--- src/rtl/bf16_acc_stage.sv ---
// bf16_acc_stage: sequential bf16 accumulator (align/add/normalise/round, RNE, FTZ)
// that emits one sum per in_last-terminated group over valid/ready handshakes.
module bf16_acc_stage #(
   parameter int CNT_W = 8
) (
   input  logic             clk,
   input  logic             rst_n,
   input  logic             in_valid,
   output logic             in_ready,
   input  logic [15:0]      in_data,
   input  logic             in_last,
   output logic             out_valid,
   input  logic             out_ready,
   output logic [15:0]      out_data,
   output logic [CNT_W-1:0] out_count,
   output logic             out_ovf
);
   typedef enum logic [2:0] {IDLE, ALIGN, ADD, NORM, ROUND, DONE} state_t;
   state_t state;
   logic [15:0] op, acc, sv;
   logic [CNT_W-1:0] count;
   logic last, ovf, sg, sub, zs, z, sp;
   logic [9:0] e;
   logic [11:0] m;
   logic [10:0] sm;
   logic [7:0] ea, eb, ma, mb, e_big, e_sm, m_big, m_sm, d;
   logic a_nan, b_nan, a_inf, b_inf, swap;
   logic [21:0] sh;
   logic [10:0] al;
   logic [3:0] lz;
   logic [9:0] en, er;
   logic [8:0] r9;
   logic up, inf;
   logic [15:0] res;
   assign in_ready  = state == IDLE;
   assign out_valid = state == DONE;
   assign out_data  = acc;
   assign out_count = count;
   assign out_ovf   = ovf;
   // exp==0 operands are treated as signed zero with no mantissa
   assign ea    = acc[14:7];
   assign eb    = op[14:7];
   assign ma    = ea != 8'd0 ? {1'b1, acc[6:0]} : 8'd0;
   assign mb    = eb != 8'd0 ? {1'b1, op[6:0]} : 8'd0;
   assign a_nan = &ea && |acc[6:0];
   assign b_nan = &eb && |op[6:0];
   assign a_inf = &ea && ~|acc[6:0];
   assign b_inf = &eb && ~|op[6:0];
   assign swap  = {eb, mb} > {ea, ma};
   assign e_big = swap ? eb : ea;
   assign e_sm  = swap ? ea : eb;
   assign m_big = swap ? mb : ma;
   assign m_sm  = swap ? ma : mb;
   assign d     = e_big - e_sm;
   assign sh    = {m_sm, 14'd0} >> d;
   assign al    = d >= 8'd11 ? {10'd0, |m_sm} : {sh[21:12], sh[11] | (|sh[10:0])};
   always_comb begin
      lz = 4'd11;
      for (int i = 0; i < 11; i++) if (m[i]) lz = 4'(10 - i);
   end
   assign en  = e - {6'd0, lz};
   assign up  = m[2] & (m[1] | m[0] | m[3]);
   assign r9  = {1'b0, m[10:3]} + {8'd0, up};
   assign er  = e + {9'd0, r9[8]};
   assign inf = er >= 10'd255;
   assign res = sp ? sv : z ? {sg, 15'd0} : inf ? {sg, 8'hFF, 7'd0} : {sg, er[7:0], r9[6:0]};
   always_ff @(posedge clk or negedge rst_n)
      if (!rst_n) begin
         state <= IDLE;
         acc   <= '0;
         count <= '0;
         ovf   <= 1'b0;
         op    <= '0;
         last  <= 1'b0;
         sg    <= 1'b0;
         sub   <= 1'b0;
         zs    <= 1'b0;
         z     <= 1'b0;
         sp    <= 1'b0;
         sv    <= '0;
         e     <= '0;
         m     <= '0;
         sm    <= '0;
      end else
         case (state)
            IDLE: if (in_valid) begin
               op    <= in_data;
               last  <= in_last;
               count <= count != '1 ? count + 1'b1 : count;
               state <= ALIGN;
            end
            ALIGN: begin
               sg    <= swap ? op[15] : acc[15];
               sub   <= op[15] ^ acc[15];
               zs    <= op[15] & acc[15];
               z     <= 1'b0;
               sp    <= a_nan | b_nan | a_inf | b_inf;
               sv    <= (a_nan | b_nan | (a_inf & b_inf & (acc[15] ^ op[15]))) ? 16'h7FC0 : a_inf ? acc : op;
               e     <= {2'd0, e_big};
               m     <= {1'b0, m_big, 3'd0};
               sm    <= al;
               state <= ADD;
            end
            ADD: begin
               m     <= sub ? m - {1'b0, sm} : m + {1'b0, sm};
               state <= NORM;
            end
            NORM: begin
               // a true zero takes the joint sign; an underflow flush keeps the result sign
               if (m[11]) begin
                  m <= {1'b0, m[11:2], m[1] | m[0]};
                  e <= e + 10'd1;
               end else if (m == 12'd0) begin
                  z  <= 1'b1;
                  sg <= zs;
               end else begin
                  m <= m << lz;
                  e <= en;
                  z <= en[9] | (en == 10'd0);
               end
               state <= ROUND;
            end
            ROUND: begin
               acc   <= res;
               ovf   <= ovf | (~sp & ~z & inf);
               state <= last ? DONE : IDLE;
            end
            DONE: if (out_ready) begin
               acc   <= '0;
               count <= '0;
               ovf   <= 1'b0;
               state <= IDLE;
            end
            default: state <= IDLE;
         endcase
endmodule

--- config.mk ---
export PLATFORM = sky130hd
export DESIGN_NAME = bf16_acc_stage
export DESIGN_NICKNAME = d
export VERILOG_FILES = /design/src/rtl/bf16_acc_stage.sv
export SDC_FILE = /design/constraint.sdc
export NUM_CORES = 1
export LEC_CHECK = 0
export ABC_AREA = 1
export BUFFER_PORTS_ARGS = -buffer_cell sky130_fd_sc_hd__buf_2
export CORE_AREA = 2 2 143 145
export DETAILED_ROUTE_END_ITERATION = 10
export DIE_AREA = 0 0 145 147
export SYNTH_ARGS = -nofsm -noshare
export SYNTH_HDL_FRONTEND = slang
export SYNTH_SLANG_ARGS = --single-unit
--- constraint.sdc ---
create_clock -name clk -period 4.3 [get_ports clk]
set_input_delay 0.43 -clock clk [delete_from_list [all_inputs] [get_ports clk]]
set_output_delay 0.43 -clock clk [all_outputs]
set_load 0.02 [all_outputs]
==> metrics.txt <==
status finished, final reports clean; crit path max-delay cell type dfrtp_1; R2R Path Start op[14]$_DFFE_PN0P_; CP top delay family simple AND/OR/NAND/NOR gates; commonest non-fill, non-tap cell in the layout nand2_1; Buf/Inv on CP 3; share of layout cells above drive strength 1 0.157; Vias 8041; Post-Route WL 25100 µm; CTS clock-pin slew for the worst setup and hold paths 0.08 ns; drt first pass iters 6; Reg-to-Reg End sm[0]$_DFFE_PN0P_; DRT iter0 DRCs roughly 770; RePlAce Congestion 0.900; Area Growth Syn to Fin 18.2%; worst skew pair latency 0.37 ns; Die Wd around 150 µm; Clock Skew 0.0118 ns; Max-cap violations 0; synthesized instance count roughly 1100; Avg Inst Size Synth 6.94 µm²; CTS tree yes; initial antenna violation count 0; vias per cell 5.44; crit-path max FO 8; CP max stage delay about 0.41 ns; Hold Crit Class in -> async; number of global-route vias before repair between 7000 and 8000; post-route clock period utilization 0.937; Port Buf Inserts 47; first-pass GRT wire length around 40000 µm; r2r setup slk 0.27 ns; DRC 0; final-report setup violation count 0; H-tree levels 3; final hold vios 0; Overflow after GRT 0; core region area 19800 µm²; Worst slew margin 0.218; WL/cell about 17 µm; Yosys reg bits 99; critical path launch point type register; Root Driver clkbuf_16; Crit Path Class reg -> reg; cts bufs inserted 9; Netlist Area Pre-Place 7790 µm²; NumNets Final 1264; Site Rows 52; ANT cells 0; crit path capture type register; crit-path most repeated cell nand2_1; Register-to-Register Path Depth 35; hold_buf cts 0; Final Max Tran Viols 0; fin area just over 9000 µm²; IO Pins 48; Critical Path RT 4.61 ns; CTS max path bufs 2; asr flop ratio synth 1.00; ys flop type dfrtp_1; initial core utilization 0.393; sequential area share after synthesis 0.318; area post-placement ~8500 µm²; yosys warns 0; maximum clock frequency 248 MHz; post-synth cell types 60; total track usage 0.236; clk sinks 99; commonest non-fill, non-tap cells in the layout nand2_1, inv_1, nor2_1, o21ai_0, dfrtp_1; pin count of the biggest net entering global routing 74; Detail Placement HPWL 19100 µm; Slew @ Worst Pin 1.17 ns; EDFF count, synth 0; Tmin final 4.03 ns; Mapped Nets approximately 1200; die area 21300 µm²; Die Y 147 µm; CP arrival about 4.3 ns; CP Launch Point op[14]$_DFFE_PN0P_; DRT antenna net count 0
-- logic make-up (layout without fill, tap and decap cells) --
family,after synthesis,after routing,synth area share
AND/OR/NAND/NOR,490,492,0.278
AO/OA/AOI/OAI,255,255,0.194
buffers and inverters,202,284,0.0989
flip-flops,99,99,0.318
adder cells (fa/ha/maj),41,41,0.0678
XOR/XNOR,33,33,0.0390
multiplexers,3,3,0.00433
-- flip-flops by register name, summed over array words and instances (netlist names) --
signal / flops
e: 10
last: 1
m: 12
op: 16
out_count: 8
out_data: 16
out_ovf: 1
sg: 1
sm: 11
sp: 1
state: 3
sub: 1
sv: 16
z: 1
zs: 1
-- synthesized netlist by cell type (5+ instances only) --
library cell | count | area [µm²]
xor2_1 | 26 | 228
ha_1 | 39 | 488
dfrtp_1 | 99 | 2480
nor3_1 | 27 | 135
nand3_1 | 97 | 485
o22ai_1 | 26 | 163
xnor2_1 | 5 | 43.8
clkbuf_1 | 27 | 101
nor2_1 | 115 | 432
nand4_1 | 14 | 87.6
a31oi_1 | 10 | 62.6
o21ai_0 | 98 | 490
nand2_1 | 203 | 762
a22oi_1 | 10 | 75.1
nor4_1 | 10 | 62.6
inv_1 | 165 | 619
o221ai_1 | 5 | 43.8
a21oi_1 | 59 | 295
o211ai_1 | 12 | 90.1
-- worst reg2reg max path: cells and delay by family (launching register included) --
kind	cells	cell delay, ns
AOI/OAI and AO/OA	1	0.18
adders and majority gates	2	0.46
buffers and inverters	3	0.39
DFF	1	0.41
and+or+nand+nor	29	2.52
-- metrics by stage --
step	worst slack, ns	hold WS [ns]	std cells	utilization	TNS, ns
after floorplan	0.561	0.134	1123	-	0
after global placement	0.0107	0.463	1447	0.430	0
after detailed placement	-0.0136	0.471	1447	0.430	-0.0136
after CTS	0.0436	0.248	1464	0.447	0
after global routing	-0.0409	0.272	1477	0.464	-0.0409
final	0.272	0.201	1477	0.464	0
-- metal layers --
metal / part of all wire / global-route usage
met5: 0 / 0
met4: 0.019 / 0.0678
met3: 0.050 / 0.0273
met2: 0.46 / 0.379
met1: 0.47 / 0.338
-- worst max-delay path by stage --
stage	end	slack, ns	cells after the start
global placement	sm[1]$_DFFE_PN0P_	0.01	30
CTS	sm[0]$_DFFE_PN0P_	0.04	33
finish	sm[0]$_DFFE_PN0P_	0.27	35
floorplan	sm[0]$_DFFE_PN0P_	0.56	35
detailed placement	sm[0]$_DFFE_PN0P_	-0.01	36
global route	sm[0]$_DFFE_PN0P_	-0.04	35
-- cell type report --
class	instances	area, µm²
clock buffer	9	225
clock inverter	7	95.1
fill	2055	10600
inverter	170	641
multi-input combinational	824	4760
sequential	99	2480
tap	270	338
timing repair buffer	98	672
-- repair_timing --
action | CTS | global route
resized for setup | 0 | 51
cloned | 0 | 5
pin swaps | 1 | 14
buffers inserted | 1 | 8
hold endpoints to repair | 0 | 0
endpoints found under the setup margin | 2 | 11
Power is not shown: default switching activity piles up to over one toggle a cycle in this logic, so the estimate is an artifact.
